===== src/rtl/h264_frame_ctrl_if.sv =====
// ---------------------------------------------------------------------------
// h264_frame_ctrl_if
// Bundles the command, status and core-handshake signals of the frame
// sequencer.
//   slave  : the sequencer. It receives CPU commands and core pulses, and it
//            drives the core reset/enable, the status outputs and the IRQs.
//   master : the CPU register block and encoder core side.
// Signals:
//   start, abort            one-cycle CPU commands
//   frame_w_mb, frame_h_mb  frame size in macroblocks (sampled at start)
//   buf_thresh              packer stall threshold (sampled at start)
//   h264_buf_cnt            live packer buffer word count
//   h264_buf_clear          CPU has drained the packer buffer
//   mb_fetch, mb_done       per-macroblock pulses from fetch / packer
//   h264_reset, h264_en     core reset pulse and fetch enable
//   busy, stall             status
//   done_irq, err_irq       one-cycle interrupts
//   err_code                0 none, 1 zero dim, 2 watchdog, 3 abort
//   mb_done_cnt             macroblocks completed in the current/last frame
// ---------------------------------------------------------------------------
interface h264_frame_ctrl_if;
    logic        start;
    logic        abort;
    logic [5:0]  frame_w_mb;
    logic [5:0]  frame_h_mb;
    logic [31:0] buf_thresh;
    logic [31:0] h264_buf_cnt;
    logic        h264_buf_clear;
    logic        mb_fetch;
    logic        mb_done;
    logic        h264_reset;
    logic        h264_en;
    logic        busy;
    logic        stall;
    logic        done_irq;
    logic        err_irq;
    logic [1:0]  err_code;
    logic [11:0] mb_done_cnt;

    modport master (
        output start, abort, frame_w_mb, frame_h_mb, buf_thresh,
               h264_buf_cnt, h264_buf_clear, mb_fetch, mb_done,
        input  h264_reset, h264_en, busy, stall, done_irq, err_irq,
               err_code, mb_done_cnt
    );

    modport slave (
        input  start, abort, frame_w_mb, frame_h_mb, buf_thresh,
               h264_buf_cnt, h264_buf_clear, mb_fetch, mb_done,
        output h264_reset, h264_en, busy, stall, done_irq, err_irq,
               err_code, mb_done_cnt
    );
endinterface


===== src/rtl/h264_frame_ctrl.sv =====
// ---------------------------------------------------------------------------
// h264_frame_ctrl
// Frame-level sequencer for the H.264 encoder core. It starts a frame with a
// core reset pulse and then enables macroblock fetch. It stalls fetch while
// the packer buffer is at or above the threshold. It counts fetched and
// completed macroblocks and finishes with done_irq. It reports a zero
// dimension, an abort or a watchdog expiry with err_irq/err_code.
// Ports:
//   clk  rising-edge clock
//   rst  synchronous active-high reset
//   bus  h264_frame_ctrl_if.slave (commands, core pulses, status, IRQs)
// Parameters:
//   WDOG_CYCLES  cycles in RUN/DRAIN without mb_done before a watchdog error
//   RST_CYCLES   length of the h264_reset pulse (>= 1)
// ---------------------------------------------------------------------------
module h264_frame_ctrl #(
    parameter int unsigned WDOG_CYCLES = 65535,
    parameter int unsigned RST_CYCLES  = 2
) (
    input  logic             clk,
    input  logic             rst,
    h264_frame_ctrl_if.slave bus
);
    localparam int WDW = $clog2(WDOG_CYCLES + 1);
    localparam int RCW = $clog2(RST_CYCLES + 1);
    localparam logic [WDW-1:0] WDOG_LAST = WDW'(WDOG_CYCLES - 1);
    localparam logic [RCW-1:0] RST_LOAD  = RCW'(RST_CYCLES - 1);

    typedef enum logic [2:0] {
        S_IDLE, S_INIT, S_RUN, S_STALL, S_DRAIN, S_DONE
    } state_t;

    state_t         state_q, state_d;
    logic [11:0]    total_q, fetch_q, done_q, fetch_d, done_d;
    logic [31:0]    thresh_q;
    logic           ge_q;
    logic [WDW-1:0] wdog_q;
    logic [RCW-1:0] rcnt_q;
    logic           hrst_q, en_q, busy_q, stall_q, done_irq_q, err_irq_q;
    logic [1:0]     err_code_q;

    logic idle, active, dims_ok, start_ok, start_bad, abort_hit;
    logic wd_zone, wdog_exp, err_fire, rst_last;

    assign idle      = (state_q == S_IDLE);
    assign active    = (state_q == S_INIT) || (state_q == S_RUN) ||
                       (state_q == S_STALL) || (state_q == S_DRAIN);
    assign dims_ok   = (bus.frame_w_mb != 6'd0) && (bus.frame_h_mb != 6'd0);
    assign start_ok  = idle && bus.start && dims_ok;
    assign start_bad = idle && bus.start && !dims_ok;
    assign abort_hit = !idle && bus.abort;
    assign wd_zone   = (state_q == S_RUN) || (state_q == S_DRAIN);
    // An mb_done in the expiry cycle rescues the frame.
    assign wdog_exp  = wd_zone && !bus.mb_done && (wdog_q == WDOG_LAST);
    assign err_fire  = abort_hit || wdog_exp;
    // Last cycle of the start-of-frame reset pulse.
    assign rst_last  = hrst_q && (rcnt_q == '0);

    // Counters saturate at total. The "_d" values include this cycle's
    // pulse, so the RUN->DRAIN and DRAIN->DONE checks see it.
    assign fetch_d = fetch_q + 12'(active && bus.mb_fetch && (fetch_q != total_q));
    assign done_d  = done_q  + 12'(active && bus.mb_done  && (done_q  != total_q));

    always_comb begin
        state_d = state_q;
        if (abort_hit) begin
            state_d = S_IDLE;
        end else begin
            case (state_q)
                S_IDLE:  if (start_ok) state_d = S_INIT;
                S_INIT:  if (rst_last) state_d = S_RUN;
                S_RUN: begin
                    if (wdog_exp)                 state_d = S_IDLE;
                    else if (fetch_d == total_q)  state_d = S_DRAIN;
                    else if (ge_q)                state_d = S_STALL;
                end
                S_STALL: if (bus.h264_buf_clear || !ge_q) state_d = S_RUN;
                S_DRAIN: begin
                    if (wdog_exp)                 state_d = S_IDLE;
                    else if (done_d == total_q)   state_d = S_DONE;
                end
                S_DONE:  state_d = S_IDLE;
                default: state_d = S_IDLE;
            endcase
        end
    end

    always_ff @(posedge clk) begin
        if (rst) begin
            state_q    <= S_IDLE;
            total_q    <= '0;
            fetch_q    <= '0;
            done_q     <= '0;
            thresh_q   <= '0;
            ge_q       <= 1'b0;
            wdog_q     <= '0;
            rcnt_q     <= '0;
            hrst_q     <= 1'b0;
            en_q       <= 1'b0;
            busy_q     <= 1'b0;
            stall_q    <= 1'b0;
            done_irq_q <= 1'b0;
            err_irq_q  <= 1'b0;
            err_code_q <= 2'd0;
        end else begin
            state_q    <= state_d;
            busy_q     <= (state_d != S_IDLE);
            en_q       <= (state_d == S_RUN);
            stall_q    <= (state_d == S_STALL);
            done_irq_q <= (state_d == S_DONE);
            err_irq_q  <= start_bad || err_fire;
            // Registered compare: this adds one cycle to the stall
            // response.
            ge_q       <= (bus.h264_buf_cnt >= thresh_q);

            if (start_ok) begin
                total_q    <= {6'd0, bus.frame_w_mb} * {6'd0, bus.frame_h_mb};
                thresh_q   <= bus.buf_thresh;
                fetch_q    <= '0;
                done_q     <= '0;
                err_code_q <= 2'd0;
            end else begin
                fetch_q <= fetch_d;
                done_q  <= done_d;
                if (start_bad)      err_code_q <= 2'd1;
                else if (abort_hit) err_code_q <= 2'd3;
                else if (wdog_exp)  err_code_q <= 2'd2;
            end

            // Reset pulse runs on its own counter so it can outlive busy
            // after an error.
            if (start_ok || err_fire) begin
                hrst_q <= 1'b1;
                rcnt_q <= RST_LOAD;
            end else if (rcnt_q != '0) begin
                rcnt_q <= rcnt_q - RCW'(1);
            end else begin
                hrst_q <= 1'b0;
            end

            // The watchdog runs only in RUN/DRAIN. Leaving them (STALL,
            // INIT) clears it, so re-entry to RUN starts from zero.
            if (!wd_zone || bus.mb_done)  wdog_q <= '0;
            else if (wdog_q != WDOG_LAST) wdog_q <= wdog_q + WDW'(1);
        end
    end

    assign bus.h264_reset  = hrst_q;
    assign bus.h264_en     = en_q;
    assign bus.busy        = busy_q;
    assign bus.stall       = stall_q;
    assign bus.done_irq    = done_irq_q;
    assign bus.err_irq     = err_irq_q;
    assign bus.err_code    = err_code_q;
    assign bus.mb_done_cnt = done_q;
endmodule


===== src/flat_wrapper.sv =====
// flat-port wrapper written by rule: the top's interface ports become plain ports
module h264_frame_ctrl_flat 
#(
    parameter int unsigned WDOG_CYCLES = 65535,
    parameter int unsigned RST_CYCLES  = 2
)
  (clk, rst, bus_start, bus_abort, bus_frame_w_mb, bus_frame_h_mb, bus_buf_thresh, bus_h264_buf_cnt, bus_h264_buf_clear, bus_mb_fetch, bus_mb_done, bus_h264_reset, bus_h264_en, bus_busy, bus_stall, bus_done_irq, bus_err_irq, bus_err_code, bus_mb_done_cnt);
  h264_frame_ctrl_if bus_i ();
  input  logic clk;
  input  logic rst;
  input wire logic [$bits(bus_i.start)-1:0] bus_start;
  input wire logic [$bits(bus_i.abort)-1:0] bus_abort;
  input wire logic [$bits(bus_i.frame_w_mb)-1:0] bus_frame_w_mb;
  input wire logic [$bits(bus_i.frame_h_mb)-1:0] bus_frame_h_mb;
  input wire logic [$bits(bus_i.buf_thresh)-1:0] bus_buf_thresh;
  input wire logic [$bits(bus_i.h264_buf_cnt)-1:0] bus_h264_buf_cnt;
  input wire logic [$bits(bus_i.h264_buf_clear)-1:0] bus_h264_buf_clear;
  input wire logic [$bits(bus_i.mb_fetch)-1:0] bus_mb_fetch;
  input wire logic [$bits(bus_i.mb_done)-1:0] bus_mb_done;
  output wire logic [$bits(bus_i.h264_reset)-1:0] bus_h264_reset;
  output wire logic [$bits(bus_i.h264_en)-1:0] bus_h264_en;
  output wire logic [$bits(bus_i.busy)-1:0] bus_busy;
  output wire logic [$bits(bus_i.stall)-1:0] bus_stall;
  output wire logic [$bits(bus_i.done_irq)-1:0] bus_done_irq;
  output wire logic [$bits(bus_i.err_irq)-1:0] bus_err_irq;
  output wire logic [$bits(bus_i.err_code)-1:0] bus_err_code;
  output wire logic [$bits(bus_i.mb_done_cnt)-1:0] bus_mb_done_cnt;
  assign bus_i.start = bus_start;
  assign bus_i.abort = bus_abort;
  assign bus_i.frame_w_mb = bus_frame_w_mb;
  assign bus_i.frame_h_mb = bus_frame_h_mb;
  assign bus_i.buf_thresh = bus_buf_thresh;
  assign bus_i.h264_buf_cnt = bus_h264_buf_cnt;
  assign bus_i.h264_buf_clear = bus_h264_buf_clear;
  assign bus_i.mb_fetch = bus_mb_fetch;
  assign bus_i.mb_done = bus_mb_done;
  assign bus_h264_reset = bus_i.h264_reset;
  assign bus_h264_en = bus_i.h264_en;
  assign bus_busy = bus_i.busy;
  assign bus_stall = bus_i.stall;
  assign bus_done_irq = bus_i.done_irq;
  assign bus_err_irq = bus_i.err_irq;
  assign bus_err_code = bus_i.err_code;
  assign bus_mb_done_cnt = bus_i.mb_done_cnt;
  h264_frame_ctrl #(.WDOG_CYCLES(WDOG_CYCLES), .RST_CYCLES(RST_CYCLES)) u_core (.clk(clk), .rst(rst), .bus(bus_i));
endmodule

===== config.mk =====
export PLATFORM = sky130hd
export DESIGN_NAME = h264_frame_ctrl_flat
export DESIGN_NICKNAME = d
export VERILOG_FILES = /design/src/rtl/h264_frame_ctrl_if.sv /design/src/rtl/h264_frame_ctrl.sv /design/src/flat_wrapper.sv
export SDC_FILE = /design/constraint.sdc
export NUM_CORES = 1
export LEC_CHECK = 0
export ABC_CLOCK_PERIOD_IN_PS = 6800
export CORE_MARGIN = 5
export CORE_UTILIZATION = 59
export CTS_CLUSTER_DIAMETER = 50
export DETAILED_ROUTE_END_ITERATION = 8
export PLACE_DENSITY = 0.95
export SLEW_MARGIN = 20
export SYNTH_ARGS = -nofsm -noshare
export SYNTH_HDL_FRONTEND = slang
export SYNTH_SLANG_ARGS = --single-unit

===== constraint.sdc =====
create_clock -name clk -period 6.8 [get_ports clk]
set_input_delay 1.36 -clock clk [delete_from_list [all_inputs] [get_ports clk]]
set_output_delay 1.36 -clock clk [all_outputs]
set_load 0.1 [all_outputs]

== Yosys cells after proc, flatten, opt, wreduce, memory -nomap -nowiden ==
Index checks and enable logic that the tools add are counted.

* Register bits after elaboration: 98
* Output and inout bits: 20
* Word-level logic and storage cells: 93

* Add/subtract/negate cells: 4
* Multipliers: 1
* $lt $le $gt $ge: 1
* Equal/unequal tests: 14
* Multiplexer cells: 17
* Reduce and logical (&&, ||, !) cells: 39

{| class="wikitable"
|+ Operators with widths
! kind !! count
|-
| 32-bit >= comparator || 1
|-
| 3-bit two-way mux || 9
|-
| 12-bit by 1-bit adder with 12-bit output || 2
|-
| 12-bit equality test || 2
|-
| 12-bit != test || 2
|-
| 16-bit by 1-bit adder with 16-bit output (second input constant) || 1
|-
| 16-bit equality test (second input constant) || 1
|-
| 16-bit != test (second input constant) || 1
|-
| 3-bit one-hot mux with 5 select lines || 1
|-
| 3-bit by 2-bit equality test with 1-bit output (second input constant) || 4
|-
| 1-bit logical AND || 12
|-
| 6-bit by 6-bit multiplier with 12-bit output || 1
|-
| 6-bit nonzero test || 2
|-
| 1-bit logical OR || 9
|-
| 3-bit equality test (second input constant) || 2
|-
| 2-bit nonzero test || 3
|-
| 3-bit nonzero test || 2
|-
| 2-bit OR reduction || 3
|-
| 1-bit logical NOT || 5
|-
| 1-bit two-way mux || 5
|-
| 2-bit two-way mux || 2
|-
| 3-bit by 1-bit equality test with 1-bit output (second input constant) || 1
|-
| 3-bit logical NOT || 1
|-
| 3-bit OR reduction || 1
|-
| other kinds (3) || 3
|}

== Depth between registers and ports, before layout ==
* Depth in word-level cells: 13
* Depth in mapped cells: 16
* Depth with buffers taken out: 16

== Worst setup path after synthesis ==
OpenSTA, ideal clock, no wires.

* Path type: in2reg
* Start point: in bus_frame_h_mb[2]
* End point: reg u_core.total_q[11]
* Library setup time: 0.132 ns
* Data arrival time: 4.440 ns
* Required time: 6.668 ns
* Slack: 2.228 ns
* Stages: 15
* Path through: and2_1 fa_1 inv_1 fa_1 fa_1 inv_1 ha_1 a21o_1 a21oi_1 o21bai_1 a21oi_1 o21ai_0 xor2_1 nand2_1 a21oi_1

* Word-level cells in the longest chain between the ends: 3
* Elaborated cells on any way between the ends: 4

{| class="wikitable"
|+ RTL lines
! item !! line !! RTL
|-
| start, declared || flat_wrapper.sv:14 || <nowiki>input wire logic [$bits(bus_i.frame_h_mb)-1:0] bus_frame_h_mb;</nowiki>
|-
| branches (longest 3 deep; another with 6-bit by 6-bit multiplier with 12-bit output) || -- ||
|-
| end signal, assigned || h264_frame_ctrl.sv:117 || <nowiki>total_q <= {6'd0, bus.frame_w_mb} * {6'd0, bus.frame_h_mb};</nowiki>
|-
| end, declared || h264_frame_ctrl.sv:34 || <nowiki>logic [11:0] total_q, fetch_q, done_q, fetch_d, done_d;</nowiki>
|}

Several ways; the timed one is not identified.
A chain may end at the register's enable or synchronous reset.

== Final worst setup path ==
* Start point: in bus_frame_w_mb[2]
* End point: reg u_core.total_q[11]

* Word-level cells in the longest chain between the ends: 3
* Elaborated cells on any way between the ends: 4

{| class="wikitable"
|+ RTL lines
! item !! line !! RTL
|-
| start, declared || flat_wrapper.sv:13 || <nowiki>input wire logic [$bits(bus_i.frame_w_mb)-1:0] bus_frame_w_mb;</nowiki>
|-
| branches (longest 3 deep; another with 6-bit by 6-bit multiplier with 12-bit output) || -- ||
|}

Several ways; the timed one is not identified.

==> metrics.md <==
| Metric | Value |
|---|---|
| Tot Pwr | `between 1 and 1.5 mW` |
| Post-synth top area share | `0.304` |
| Final wirelength | `around 15000 um` |
| CTS tree | `done` |
| Status | `finished clean` |
| Placed inst area | `approximately 7500 um^2` |
| CP max stage delay | `approximately 0.6 ns` |
| Num CTS Buffers | `9` |
| Maxcap violations | `0` |
| Min cycle time layout | `roughly 5.0 ns` |
| Fill count | `~800` |
| Hpwl dp | `11500 um` |
| Pre-CTS WS | `approximately 1.4 ns` |
| Clock Sinks | `98` |
| Vias per cell | `between 5 and 6` |
| First-pass GRT wire length | `~25000 um` |
| Post-synth top flop | `dfxtp_1` |
| # hold bufs at CTS | `0` |
| DRC | `0` |
| Largest net degree at the start of global routing | `57` |
| Max Clock Freq | `0.201 GHz` |
| Hold path startpoint | `u_core.thresh_q[16]` |
| Min-delay worst type | `reg2reg` |
| Final instance area | `slightly below 8000 um^2` |
| Port bufs | `between 100 and 150` |
| Syn_area_per_cell | `slightly above 8 um^2` |
| Setup Crit Path Kind | `in2reg` |
| Core area | `10800 um^2` |
| Dominant cell by count in the synthesized netlist | `nand2_1` |
| Maximum fanout along the worst path | `7` |
| Worst-margin pin slew | `about 1.1 ns` |
| Die height | `115 um` |
| R2R cell count | `14` |
| Initial drt markers | `309` |
| RSZ-0062 raised after global routing | `false` |
| Skew final | `between 0.01 and 0.015 ns` |
| H-tree depth | `3` |
| Flop-to-flop setup slack | `~2.7 ns` |
| Chip width | `around 110 um` |
| Clock latency on the worst-skew pair | `approximately 0.38 ns` |
| Total Routing Usage GR | `0.236` |
| IO Count | `103` |
| Hold depth | `2` |
| Largest cells by area after synthesis | `dfxtp_1, ha_1, nand2_1` |
| Slowest CP cell | `clkdlybuf4s50_1` |
| Via count | `between 5000 and 6000` |
| Root buffer cell | `clkbuf_8` |
| Pre-antenna DRT Iters | `4` |
| Netlist cell types | `60` |
| Die area | `around 13000 um^2` |
| Placed Instances | `1002` |
| Max_slew headroom | `0.285` |
| DRT antenna net count | `0` |
| Area grow syn2layout | `19.7%` |
| Hold Fails Final Rpt | `0` |
| Vias in the first global route | `5736` |
| Final net count | `1032` |
| Final WS setup | `roughly 1.8 ns` |
| Number of flops mapped to enable cells by yosys | `0` |
| Slew Limit Fails | `0` |
| Seq cells post-synth | `98` |
| R2R Path Start | `u_core.total_q[9]` |
| CTS max path bufs | `2` |
| RD Place Congestion | `a little over 0.9` |
| Inserted Diodes | `0` |
| Initial Util | `0.598` |
| Reg-to-Reg End | `u_core.bus.h264_en` |
| CP Capture Type | `register` |
| Utilization after layout | `0.716` |
| Worst path cell trace | `clkdlybuf4s50_1, nand2_1, fa_1, inv_1, ha_1, inv_1, fa_1, inv_1, fa_1, a21o_1, a21oi_1, o21bai_1, a21oi_1, o21ai_0, xor2_1, nand2_1, a21oi_1` |
| Tcrit/Tclk final | `0.732` |
| Post-CTS Resized | `0` |
| Post-synth ARST share | `0` |
| Row count | `38` |
| Initial antenna violation count | `1` |
| Post-Syn Instances | `792` |
| Post-Synthesis Cell Area | `approximately 6500 um^2` |
| Most common library cells after synthesis | `nand2_1, dfxtp_1, a21oi_1` |
| Synth Warn # | `0` |
| Worst Hold Path EP | `u_core.thresh_q[16]` |
| Wire per inst | `roughly 15 um` |
| # setup viols final | `0` |
| Register area share after synthesis | `0.304` |
| Fin Setup TNS | `0 ns` |
| Share of cells above drive strength 1 | `0.0501` |
| Maximum VDD drop | `around 0.00018 V` |
| Setup Fix Bufs, Post-CTS | `0` |
| CP Launch Type | `input port` |
| Synthesized Nets | `roughly 950` |
| PD cells | `192 nW/um^2` |
| Data required, critical path | `roughly 7.1 ns` |
| Grt ovf | `0` |
| Hold_ws | `between 0.4 and 0.5 ns` |
| Leading area contributor after synthesis | `dfxtp_1` |
| WP data arrival | `5.28 ns` |
| Post-Layout Cell Count | `1018` |
| Clock edge transition at the registers on the reported setup and hold paths | `~0.090 ns` |
| Leakage | `about 3.1 nW` |
-- how the worst max path moves through the flow --
stage                      startpoint            endpoint  slack [ns]  depth (start not counted)
global route        bus_frame_w_mb[2]  u_core.total_q[11]        1.51                         17
floorplan           bus_frame_h_mb[2]  u_core.total_q[11]        2.23                         15
global placement    bus_frame_w_mb[2]  u_core.total_q[11]        1.54                         17
CTS                 bus_frame_w_mb[2]  u_core.total_q[11]        1.84                         17
detailed placement  bus_frame_w_mb[2]  u_core.total_q[11]        1.44                         17
finish              bus_frame_w_mb[2]  u_core.total_q[11]        1.82                         17
-- flip-flops by register name, indices dropped and copies added, names as in the netlist --
name	count
u_core.bus.busy	1
u_core.bus.done_irq	1
u_core.bus.err_code	2
u_core.bus.err_irq	1
u_core.bus.h264_en	1
u_core.bus.h264_reset	1
u_core.bus.mb_done_cnt	12
u_core.bus.stall	1
u_core.fetch_q	12
u_core.ge_q	1
u_core.rcnt_q	2
u_core.state_q	3
u_core.thresh_q	32
u_core.total_q	12
u_core.wdog_q	16
-- cells in the final DEF, fill, tap and decap left out, drive strengths merged, types with 6 or more instances in the layout --
master / Yosys / final
nand2: 135 / 135
clkdlybuf4s50: 0 / 101
dfxtp: 98 / 98
a21oi: 73 / 73
inv: 65 / 67
ha: 59 / 59
nor2: 56 / 56
xor2: 40 / 40
xnor2: 35 / 35
and2: 23 / 23
fa: 17 / 17
nand3: 17 / 17
nand4: 15 / 15
o21ai: 14 / 14
a21o: 13 / 13
nor3: 11 / 11
clkbuf: 24 / 11
nor4: 9 / 9
or3: 9 / 9
a211oi: 8 / 8
or4: 7 / 7
a31oi: 6 / 6
and3: 6 / 6
-- cell families (layout without fill, tap and decap cells) --
family	count (synthesis)	count (layout)	synth area share
compound gates	138	138	0.138
xor+xnor	75	75	0.102
fa+ha+maj	77	77	0.169
buf+inv	98	184	0.0583
flops	98	98	0.304
simple gates	306	306	0.230
-- where the power goes --
group / leakage [nW] / switching, mW / total [mW] / internal (mW)
Sequential: 0.798 / 0.0381 / 0.644 / 0.606
Clock: 0.104 / 0.211 / 0.394 / 0.183
Combinational: 2.23 / 0.241 / 0.448 / 0.207
-- final cells by class --
class | instances | area (um^2) | share of cell area
multi-input cells | 596 | 4120 | 0.533
flip-flops and latches | 98 | 1960 | 0.254
inverters | 65 | 244 | 0.0316
well taps | 140 | 175 | 0.0227
clock inverters | 5 | 61.3 | 0.00793
clock buffers | 11 | 141 | 0.0183
repair buffers | 103 | 1020 | 0.132
-- routing by layer --
metal / track usage / vias to the layer above / routed length (um)
li1: - / 2831 / -
met1: 0.273 / 2608 / 6240
met2: 0.417 / 174 / 7420
met3: 0.0671 / 35 / 995
met4: 0.0776 / 2 / 346
met5: 0 / - / 7
-- worst max-delay path, delay by kind of cell --
family	cells	cell delay (ns)
compound gates	6	1.00
xor+xnor	1	0.14
fa+ha+maj	4	1.81
buf+inv	4	0.79
simple gates	2	0.19
Note: power is estimated with default switching activity, not from simulation.
